===== config.mk =====
export PLATFORM = sky130hd
export DESIGN_NAME = reg_scoreboard_flat
export DESIGN_NICKNAME = d
export VERILOG_FILES = /design/src/rtl/reg_scoreboard_pkg.sv /design/src/rtl/reg_scoreboard_if.sv /design/src/rtl/reg_scoreboard_sb_counter.sv /design/src/rtl/reg_scoreboard.sv /design/src/flat_wrapper.sv
export SDC_FILE = /design/constraint.sdc
export NUM_CORES = 1
export LEC_CHECK = 0
export ABC_CLOCK_PERIOD_IN_PS = 4720
export CAP_MARGIN = 20
export CORE_MARGIN = 5
export CORE_UTILIZATION = 50
export DETAILED_ROUTE_END_ITERATION = 16
export PLACE_DENSITY = 0.74
export SETUP_SLACK_MARGIN = 0.02
export SLEW_MARGIN = 10
export SYNTH_ARGS = -nofsm -noshare
export SYNTH_HDL_FRONTEND = slang
export SYNTH_HIERARCHICAL = 1
export SYNTH_SLANG_ARGS = --single-unit
export TNS_END_PERCENT = 20

===== constraint.sdc =====
create_clock -name clk -period 4.72 [get_ports clk]
set_clock_uncertainty 0.2 [all_clocks]
set_input_delay 0.708 -clock clk [delete_from_list [all_inputs] [get_ports clk]]
set_output_delay 0.708 -clock clk [all_outputs]
set_load 0.01 [all_outputs]

===== src/rtl/reg_scoreboard_pkg.sv =====
// Shared constants and types for the register-file write scoreboard.
// Latency: n/a (declarations only).
// Backpressure: n/a (declarations only).
package reg_scoreboard_pkg;

  // Register-file geometry, shared with the rest of the ID stage.
  localparam int REG_ADDRESS_LEN   = 4;
  localparam int REGISTER_MEM_SIZE = 16;
  localparam int SB_CNT_LEN        = 2;

  localparam int NUM_REGS = REGISTER_MEM_SIZE;
  localparam int ADDR_W   = REG_ADDRESS_LEN;
  localparam int CNT_W    = SB_CNT_LEN;
  localparam int INFL_W   = CNT_W + ADDR_W;

  typedef logic [ADDR_W-1:0] reg_addr_t;
  typedef logic [CNT_W-1:0]  sb_cnt_t;
  typedef logic [INFL_W-1:0] sb_infl_t;

  localparam sb_cnt_t CNT_MAX = {CNT_W{1'b1}};
  localparam sb_cnt_t CNT_ONE = sb_cnt_t'(1);

endpackage


===== src/rtl/reg_scoreboard_if.sv =====
// Issue/retire bundle between the ID/WB stages and the scoreboard.
// Latency: n/a (wiring only); stall is combinational on the issue fields.
// Backpressure: stall holds the ID stage; retire is never backpressured.
interface reg_scoreboard_if;
  import reg_scoreboard_pkg::*;

  logic                issue_valid;
  logic                issue_wb_en;
  reg_addr_t           issue_dest;
  reg_addr_t           src1;
  reg_addr_t           src2;
  logic                src2_used;
  logic                flush;
  logic                retire_valid;
  reg_addr_t           retire_dest;
  logic                stall;
  logic [NUM_REGS-1:0] pending_mask;
  sb_infl_t            inflight;
  logic                err_underflow;

  modport master (
    output issue_valid, issue_wb_en, issue_dest, src1, src2, src2_used, flush,
    output retire_valid, retire_dest,
    input  stall, pending_mask, inflight, err_underflow
  );

  modport slave (
    input  issue_valid, issue_wb_en, issue_dest, src1, src2, src2_used, flush,
    input  retire_valid, retire_dest,
    output stall, pending_mask, inflight, err_underflow
  );

endinterface


===== src/rtl/reg_scoreboard_sb_counter.sv =====
// One per-register pending-write counter, saturating at both ends.
// Latency: count changes one cycle after inc/dec; flags derive from the register.
// Backpressure: none; the caller must not increment at max (stall prevents it).
module sb_counter
  import reg_scoreboard_pkg::*;
(
  input  logic    clk,
  input  logic    rst,
  input  logic    inc,
  input  logic    dec,
  output sb_cnt_t cnt,
  output logic    nonzero,
  output logic    at_max
);

  sb_cnt_t cnt_q;
  logic    inc_eff;
  logic    dec_eff;

  // Never wrap: ignore an increment at max and a decrement at zero.
  assign inc_eff = inc && !at_max;
  assign dec_eff = dec && nonzero;

  // Counter register; simultaneous inc and dec cancel.
  always_ff @(posedge clk or negedge rst) begin
    if (!rst) begin
      cnt_q <= '0;
    end else if (inc_eff && !dec_eff) begin
      cnt_q <= cnt_q + CNT_ONE;
    end else if (dec_eff && !inc_eff) begin
      cnt_q <= cnt_q - CNT_ONE;
    end
  end

  assign cnt     = cnt_q;
  assign nonzero = (cnt_q != '0);
  assign at_max  = (cnt_q == CNT_MAX);

endmodule


===== src/rtl/reg_scoreboard.sv =====
// Tracks outstanding register writes and stalls ID on read-after-write hazards.
// Latency: stall is same-cycle; reservations show in pending_mask one cycle after accept.
// Backpressure: stall=1 means the presented instruction is not accepted and must be held.
module reg_scoreboard
  import reg_scoreboard_pkg::*;
(
  input  logic              clk,
  input  logic              rst,
  reg_scoreboard_if.slave   sb
);

  sb_cnt_t             cnt [NUM_REGS];
  logic [NUM_REGS-1:0] nonzero;
  logic [NUM_REGS-1:0] at_max;
  logic [NUM_REGS-1:0] inc;
  logic [NUM_REGS-1:0] dec;
  logic [NUM_REGS-1:0] hz;
  logic                stall_c;
  logic                accept;
  logic                retire_ok;
  logic                retire_underflow;
  sb_infl_t            inflight_q;
  logic                err_q;

  for (genvar i = 0; i < NUM_REGS; i++) begin : g_reg
    assign inc[i] = accept && (sb.issue_dest == ADDR_W'(i));
    assign dec[i] = sb.retire_valid && (sb.retire_dest == ADDR_W'(i));
    // A last write retiring now lands in the RF on negedge, so ID can read it this cycle.
    assign hz[i]  = nonzero[i] && !(dec[i] && (cnt[i] == CNT_ONE));

    sb_counter u_cnt (
      .clk     (clk),
      .rst     (rst),
      .inc     (inc[i]),
      .dec     (dec[i]),
      .cnt     (cnt[i]),
      .nonzero (nonzero[i]),
      .at_max  (at_max[i])
    );
  end

  // Stall on source hazards or a saturated destination (same-cycle retire not credited).
  always_comb begin
    stall_c = 1'b0;
    if (sb.issue_valid && !sb.flush) begin
      stall_c = hz[sb.src1]
              || (sb.src2_used && hz[sb.src2])
              || (sb.issue_wb_en && at_max[sb.issue_dest]);
    end
  end

  assign accept           = sb.issue_valid && !sb.flush && !stall_c && sb.issue_wb_en;
  assign retire_ok        = sb.retire_valid && nonzero[sb.retire_dest];
  assign retire_underflow = sb.retire_valid && !nonzero[sb.retire_dest];

  // Running total of all counters, using the same gated +1/-1 as the counters.
  always_ff @(posedge clk or negedge rst) begin
    if (!rst) begin
      inflight_q <= '0;
    end else if (accept && !retire_ok) begin
      inflight_q <= inflight_q + sb_infl_t'(1);
    end else if (retire_ok && !accept) begin
      inflight_q <= inflight_q - sb_infl_t'(1);
    end
  end

  // Sticky flag for a retire with nothing outstanding; only reset clears it.
  always_ff @(posedge clk or negedge rst) begin
    if (!rst) begin
      err_q <= 1'b0;
    end else if (retire_underflow) begin
      err_q <= 1'b1;
    end
  end

  assign sb.stall         = stall_c;
  assign sb.pending_mask  = nonzero;
  assign sb.inflight      = inflight_q;
  assign sb.err_underflow = err_q;

endmodule


===== src/flat_wrapper.sv =====
// flat-port wrapper written by rule: the top's interface ports become plain ports
module reg_scoreboard_flat import reg_scoreboard_pkg::*;
  (clk, rst, sb_issue_valid, sb_issue_wb_en, sb_issue_dest, sb_src1, sb_src2, sb_src2_used, sb_flush, sb_retire_valid, sb_retire_dest, sb_stall, sb_pending_mask, sb_inflight, sb_err_underflow);
  reg_scoreboard_if sb_i ();
  input  logic clk;
  input  logic rst;
  input wire logic [$bits(sb_i.issue_valid)-1:0] sb_issue_valid;
  input wire logic [$bits(sb_i.issue_wb_en)-1:0] sb_issue_wb_en;
  input wire logic [$bits(sb_i.issue_dest)-1:0] sb_issue_dest;
  input wire logic [$bits(sb_i.src1)-1:0] sb_src1;
  input wire logic [$bits(sb_i.src2)-1:0] sb_src2;
  input wire logic [$bits(sb_i.src2_used)-1:0] sb_src2_used;
  input wire logic [$bits(sb_i.flush)-1:0] sb_flush;
  input wire logic [$bits(sb_i.retire_valid)-1:0] sb_retire_valid;
  input wire logic [$bits(sb_i.retire_dest)-1:0] sb_retire_dest;
  output wire logic [$bits(sb_i.stall)-1:0] sb_stall;
  output wire logic [$bits(sb_i.pending_mask)-1:0] sb_pending_mask;
  output wire logic [$bits(sb_i.inflight)-1:0] sb_inflight;
  output wire logic [$bits(sb_i.err_underflow)-1:0] sb_err_underflow;
  assign sb_i.issue_valid = sb_issue_valid;
  assign sb_i.issue_wb_en = sb_issue_wb_en;
  assign sb_i.issue_dest = sb_issue_dest;
  assign sb_i.src1 = sb_src1;
  assign sb_i.src2 = sb_src2;
  assign sb_i.src2_used = sb_src2_used;
  assign sb_i.flush = sb_flush;
  assign sb_i.retire_valid = sb_retire_valid;
  assign sb_i.retire_dest = sb_retire_dest;
  assign sb_stall = sb_i.stall;
  assign sb_pending_mask = sb_i.pending_mask;
  assign sb_inflight = sb_i.inflight;
  assign sb_err_underflow = sb_i.err_underflow;
  reg_scoreboard u_core (.clk(clk), .rst(rst), .sb(sb_i));
endmodule

Word-level counts from Yosys, hierarchy flattened
Index checks and enable logic that the tools add are counted.
{ "word_totals": {"reg_bits": 39, "input_bits": 23, "out_inout_bits": 24, "wordCells": 404} }
{ "op_classes": {"n_addsub": 34, "magnitude_cmp": 4, "eq_ne": 62, "n_mux": 43, "reduce_logical": 243} }
{ "op_table": {"columns": ["op", "count"], "rows": [
  ["1-bit logical AND", 137],
  ["1-bit zero test", 69],
  ["2-bit nonzero test", 33],
  ["4-bit == test, second input constant", 16],
  ["2-bit 2-to-1 mux", 32],
  ["2-bit by 1-bit adder with 2-bit output, second input constant", 16],
  ["2-bit by 1-bit == test with 1-bit output, second input constant", 16],
  ["2-bit == test, second input constant", 16],
  ["4-bit by 3-bit == test with 1-bit output, second input constant", 8],
  ["2-bit by 1-bit subtractor with 2-bit output, second input constant", 16],
  ["4-bit by 5-bit < comparator with 1-bit output, second input constant", 4],
  ["1-bit binary-select mux with 4-bit select", 4],
  ["4-bit by 2-bit == test with 1-bit output, second input constant", 4],
  ["6-bit 2-to-1 mux", 2],
  ["4-bit by 1-bit == test with 1-bit output, second input constant", 2],
  ["4-bit zero test", 2],
  ["6-bit by 1-bit adder with 6-bit output, second input constant", 1],
  ["6-bit by 1-bit subtractor with 6-bit output, second input constant", 1],
  ["1-bit 2-to-1 mux", 5],
  ["1-bit logical OR", 2]
]} }

Depth between registers and ports, before layout
{ "depth": {"word_depth": 20, "depth_mapped": 19, "ltp_nobuf": 18} }

Cells and area by module
The synthesis kept the hierarchy.
{ "modules_own_cells": {"columns": ["module", "instances", "cells_per_inst", "area_per_inst_um2", "seq_area_each_um2"], "rows": [
  ["sb_counter", 16, 11, 116.4, 50.0],
  ["reg_scoreboard", 1, 221, 1657.8, 175.2]
]} }

Worst setup path after synthesis
OpenSTA, ideal clock, no wires.
{ "synth_path": {"path_type": "input port to flip-flop", "start": "input sb_issue_dest[0]", "end": "register u_core.inflight_q[5] (netlist: u_core/sb.inflight[5])", "setup_ns": 0.125, "arrival_time_ns": 3.893, "required_ns": 4.395, "setup_slack_ns": 0.502, "cell_stages": 16, "path_buffers": 3, "cell_sequence": "buf_2 -> mux4_2 -> mux4_2 -> buf_2 -> buf_2 -> nor3_2 -> ha_1 -> inv_1 -> ha_1 -> a21o_1 -> a21oi_1 -> o21bai_1 -> a21oi_1 -> xnor2_1 -> nor2_1 -> xor2_1"} }
{ "synth_between": {"elab_chain_cells": 11, "word_cells_on_any_way": 13, "cone_classes": "4 x mux; 9 x reduce/logical"} }
{ "synth_lines": {"columns": ["element", "line", "text"], "rows": [
  ["start: declaration", "flat_wrapper.sv:9", "input wire logic [$bits(sb_i.issue_dest)-1:0] sb_issue_dest;"],
  ["1-bit binary-select mux with 4-bit select *", "reg_scoreboard.sv:48", "|| (sb.issue_wb_en && at_max[sb.issue_dest]);"],
  ["1-bit 2-to-1 mux (implied by the code) *", "reg_scoreboard.sv:48", null],
  ["1-bit logical AND *", "reg_scoreboard.sv:48", null],
  ["1-bit logical OR *", "reg_scoreboard.sv:48", null],
  ["1-bit 2-to-1 mux *", "reg_scoreboard.sv:45", "if (sb.issue_valid && !sb.flush) begin"],
  ["1-bit zero test *", "reg_scoreboard.sv:52", "assign accept = sb.issue_valid && !sb.flush && !stall_c && sb.issue_wb_en;"],
  ["1-bit logical AND * (2 in series)", "reg_scoreboard.sv:52", null],
  ["1-bit zero test", "reg_scoreboard.sv:62", "end else if (retire_ok && !accept) begin"],
  ["1-bit logical AND", "reg_scoreboard.sv:62", null],
  ["2-bit nonzero test (no source line)", null, null],
  ["end signal: assignment", "reg_scoreboard.sv:61", "inflight_q <= inflight_q + sb_infl_t'(1);"],
  ["end signal: assignment", "reg_scoreboard.sv:63", "inflight_q <= inflight_q - sb_infl_t'(1);"],
  ["end: declaration", "reg_scoreboard.sv:22", "sb_infl_t inflight_q;"]
]} }
Every way passes the cells marked *; elsewhere a longest branch is shown, timed or not. The select of a mux whose other input is x is not followed.
A chain may end at the register's enable or synchronous reset.

Worst setup path after layout
{ "layout_path": {"start": "input sb_retire_valid", "end": "register u_core.inflight_q[5] (netlist: u_core/sb.inflight[5])"} }
{ "layout_between": {"elab_chain_cells": 16, "word_cells_on_any_way": 82, "cone_classes": "6 x mux; 76 x reduce/logical"} }
{ "layout_lines": {"columns": ["element", "line", "text"], "rows": [
  ["start: declaration", "flat_wrapper.sv:14", "input wire logic [$bits(sb_i.retire_valid)-1:0] sb_retire_valid;"],
  ["1-bit logical AND", "reg_scoreboard.sv:27", "assign dec[i] = sb.retire_valid && (sb.retire_dest == ADDR_W'(i));"],
  ["1-bit logical AND", "reg_scoreboard.sv:29", "assign hz[i] = nonzero[i] && !(dec[i] && (cnt[i] == CNT_ONE));"],
  ["1-bit zero test", "reg_scoreboard.sv:29", null],
  ["1-bit logical AND", "reg_scoreboard.sv:29", null],
  ["1-bit binary-select mux with 4-bit select", "reg_scoreboard.sv:47", "|| (sb.src2_used && hz[sb.src2])"],
  ["1-bit 2-to-1 mux (implied by the code)", "reg_scoreboard.sv:47", null],
  ["1-bit logical AND", "reg_scoreboard.sv:47", null],
  ["1-bit logical OR", "reg_scoreboard.sv:47", null],
  ["1-bit logical OR", "reg_scoreboard.sv:48", null],
  ["1-bit 2-to-1 mux", "reg_scoreboard.sv:45", null],
  ["1-bit zero test", "reg_scoreboard.sv:52", null],
  ["1-bit logical AND (2 in series)", "reg_scoreboard.sv:52", null],
  ["1-bit zero test", "reg_scoreboard.sv:62", null],
  ["1-bit logical AND", "reg_scoreboard.sv:62", null],
  ["2-bit nonzero test (no source line)", null, null]
]} }
Parallel ways exist; a longest one is shown, timed or not. The select of a mux whose other input is x is not followed.

==> impl_metrics.csv <==
group,metric,value,unit
cts,cts_tree,"yes",
synthesis,async_flop_share,100,%
timing,period_share,94.5,%
critical_path,crit_path_end_kind,"register",
route,finalWirelength,9.89,mm
synthesis,yosys_warnings,6,
cts,insertion_delay,290,ps
synthesis,syn-cell-area,0.00352,mm2
timing,relSlewSlack,40.6,%
critical_path,cp.arrival,4440,ps
critical_path,cp_max_fo,6,
worst_hold_path,hold_path_class,"reg -> reg",
synthesis,synth.avg_cell_area,8.87,um2
critical_path,r2r_start,"u_core/g_reg[9].u_cnt/cnt[0]$_DFFE_PN0P_",
timing,drv_slew,0,
global_routing,grt_max_degree,40,
global_routing,grt_overflow_total,0,
route,vias_per_cell,5.74,
timing,fin_crit,4460,ps
floorplan,rows,30,
final_layout,drive_gt1_share,17.8,%
global_routing,grt_pass1_vias,3229,
timing,finalHoldViolCount,0,
global_routing,antenna_found_initial,0,
worst_hold_path,min_to,"u_core/sb.inflight[5]$_DFFE_PN0P_",
route,firstDrtPassIters,5,
floorplan,die_w,93.9,um
worst_hold_path,worstHoldStart,"u_core/sb.inflight[5]$_DFFE_PN0P_",
timing,worst_pin_slew,891,ps
power_and_ir_drop,ir_drop,0.287,mV
cts,cts_root_buf,"clkbuf_8",
critical_path,worst-r2r-cell-count,17,
placement,place_hpwl,7.81,mm
power_and_ir_drop,p_sw,964,uW
placement,preCtsSetupSlack,-117,ps
floorplan,io_pins,47,
synthesis,ys_seq_area_share,27.7,%
timing,rsz0062_at_grt,"false",
power_and_ir_drop,power.leakage,1.88,nW
timing,setup_ws,262,ps
final_layout,diodes,0,
power_and_ir_drop,pwr-share-comb,58.7,%
global_routing,grtUsageTotal,23.2,%
critical_path,critPathKind,"in -> reg",
timing,max_freq,224,MHz
power_and_ir_drop,swShare,42.7,%
cts,htreeDepth,2,
floorplan,core-area,0.00683,mm2
floorplan,initial_core_util,51.5,%
floorplan,design.die.area,0.00882,mm2
synthesis,syn_nets,442,
power_and_ir_drop,powerDensity,517,mW/mm2
synthesis,ys_ff_latch,39,
route,dr_total_vias,3218,
final_layout,n_fill_cell,587,
worst_hold_path,min_path_cells,1,
critical_path,rr_endpoint,"u_core/sb.inflight[5]$_DFFE_PN0P_",
timing,finalSetupViolCount,0,
route,route.detailed.drc,0,
cts,cts_sinks,39,
cts,path_clk_slew,70,ps
power_and_ir_drop,seqPwrFrac,31.3,%
synthesis,synth_flop_cell,"dfrtp_1",
synthesis,synthCells,397,
final_layout,syn2layout_area_growth,24.1,%
synthesis,synth_cell_type_count,47,
route,drt_iter0_markers,204,
route,antenna_left,0,
power_and_ir_drop,pwr-share-clk,9.9,%
floorplan,die_y,93.9,um
critical_path,r2r_slack,980,ps
placement,port_buffers,46,
global_routing,grt_pass1_wl,16.0,mm
route,wl_per_cell,17.6,um
synthesis,synth_edf_count,0,
final_layout,utilization,63.9,%
run_status,status,"finished, final reports clean",
placement,gp_congestion,1.03,
cts,cts.path.max_buffers,2,
final_layout,nets,509,
power_and_ir_drop,p_int,1.29,mW
critical_path,required,4700,ps
critical_path,start_kind,"input pin",
cts,cts_buffers,5,
job,maxCapViolations,0,
-- critical path: stages --
cell             delay (ps)
clkdlybuf4s50_1         590
or3b_4                  470
o41ai_2                 380
o221ai_1                180
a21oi_1                 160
o31ai_1                 100
or2_1                   240
nor3_2                  130
ha_1                    190
inv_1                    60
ha_1                    270
a21o_1                  190
a21oi_2                 160
o21bai_1                 90
a21oi_1                 180
xnor2_1                 130
nor2_1                   60
xor2_1                  150
-- flip-flops by register name, summed over array words and instances (netlist names) --
register,cells
u_core/g.u_cnt/cnt,32
u_core/sb.err_underflow,1
u_core/sb.inflight,6
-- synth_stat cells, drive strengths merged (9+ instances only) --
| master | count | area share [%] |
|---|---|---|
| o41ai | 9 | 3.1 |
| xor2 | 35 | 8.7 |
| ha | 21 | 7.5 |
| nand2 | 47 | 5.0 |
| nor2 | 38 | 4.1 |
| nor3 | 10 | 2.6 |
| dfrtp | 39 | 28 |
| inv | 19 | 2.0 |
| or2 | 19 | 3.4 |
| nor4 | 10 | 1.8 |
| clkbuf | 9 | 0.96 |
| o21ai | 9 | 1.3 |
| mux4 | 10 | 6.4 |
| xnor2 | 19 | 4.7 |
| nor2b | 21 | 3.7 |
| and2 | 16 | 3.4 |
-- power by group through the flow --
stage | registers, mW | logic, mW | clock network [mW]
finish | 0.707 | 1.33 | 0.225
global route | 0.743 | 1.44 | 0.242
CTS | 0.704 | 1.30 | 0.232
detailed placement | 0.707 | 1.30 | 0
global placement | 0.700 | 1.27 | 0
floorplan | 0.667 | 0.787 | 0
-- timing repair --
| item | 4_1_cts | 5_1_grt |
|---|---|---|
| buffers inserted | 0 | 2 |
| setup endpoints to repair | 0 | 2 |
| hold buffers | 0 | 0 |
| gates resized for setup | 0 | 7 |
-- through the flow --
stage | hold slack [ps] | setup TNS (ps) | power, mW | instances | cell area (um2)
2_1_floorplan | 212 | 0 | 1.45 | 397 | 3520
3_3_place_gp | 257 | 0 | 1.97 | 551 | 4240
3_5_place_dp | 263 | -135 | 2.00 | 551 | 4240
4_1_cts | 273 | 0 | 2.24 | 559 | 4320
5_1_grt | 293 | 0 | 2.42 | 561 | 4370
6_report | 265 | 0 | 2.26 | 561 | 4370
-- area by class of cell --
cell class | instances | area (um2) | share of cell area (%)
Inverter | 19 | 71.3 | 1.63
Multi-Input combinational cell | 322 | 2430 | 55.7
Clock inverter | 1 | 5.00 | 0.115
Timing Repair Buffer | 77 | 688 | 15.8
Sequential cell | 39 | 976 | 22.3
Tap cell | 96 | 120 | 2.75
Clock buffer | 7 | 76.3 | 1.75
-- routing by layer --
layer,up-vias,track usage (%),share of wire (%)
li1,1510,-,-
met1,1561,29.3,42
met2,124,39.3,50
met3,23,3.53,5.9
met4,0,9.87,2.2
met5,-,0,0
-- worst max path at each step --
| stage | cells after the start | start | end | slack, ps |
|---|---|---|---|---|
| 3_3_place_gp | 19 | sb_retire_dest[1] | u_core/sb.inflight[5]$_DFFE_PN0P_ | 20 |
| 4_1_cts | 18 | sb_retire_valid | u_core/sb.inflight[5]$_DFFE_PN0P_ | 180 |
| 3_5_place_dp | 18 | sb_retire_valid | u_core/sb.inflight[5]$_DFFE_PN0P_ | -120 |
| 6_report | 18 | sb_retire_valid | u_core/sb.inflight[5]$_DFFE_PN0P_ | 260 |
| 5_1_grt | 19 | sb_retire_dest[1] | u_core/sb.inflight[5]$_DFFE_PN0P_ | 20 |
| 2_1_floorplan | 16 | sb_issue_dest[0] | u_core/sb.inflight[5]$_DFFE_PN0P_ | 500 |
-- cell usage in the layout, fill, tap and decap left out, types with 3 or more instances in the layout --
cell type / count
o41ai_1: 3
or2_1: 18
mux4_2: 10
buf_4: 31
o211ai_1: 8
nand2_1: 47
a21oi_1: 7
xor2_1: 35
o311ai_0: 3
o21ai_0: 8
nor4_1: 9
and2_2: 16
nor3_2: 8
clkdlybuf4s50_1: 45
o41ai_2: 6
dfrtp_1: 39
nor2b_1: 21
ha_1: 21
clkbuf_8: 5
inv_1: 19
nor2_1: 38
nand3b_1: 3
nand4b_1: 3
nand2b_1: 4
xnor2_1: 19
-- cell families after synthesis --
family | after synthesis | share of synthesized area [%]
muxes | 11 | 6.68
DFF | 39 | 27.7
buffers and inverters | 36 | 4.16
AOI/OAI and AO/OA | 54 | 11.8
adders and majority gates | 22 | 8.03
xor gates and xnor gates | 54 | 13.4
and+or+nand+nor | 181 | 28.1
Note: power is estimated with default switching activity, not from simulation.
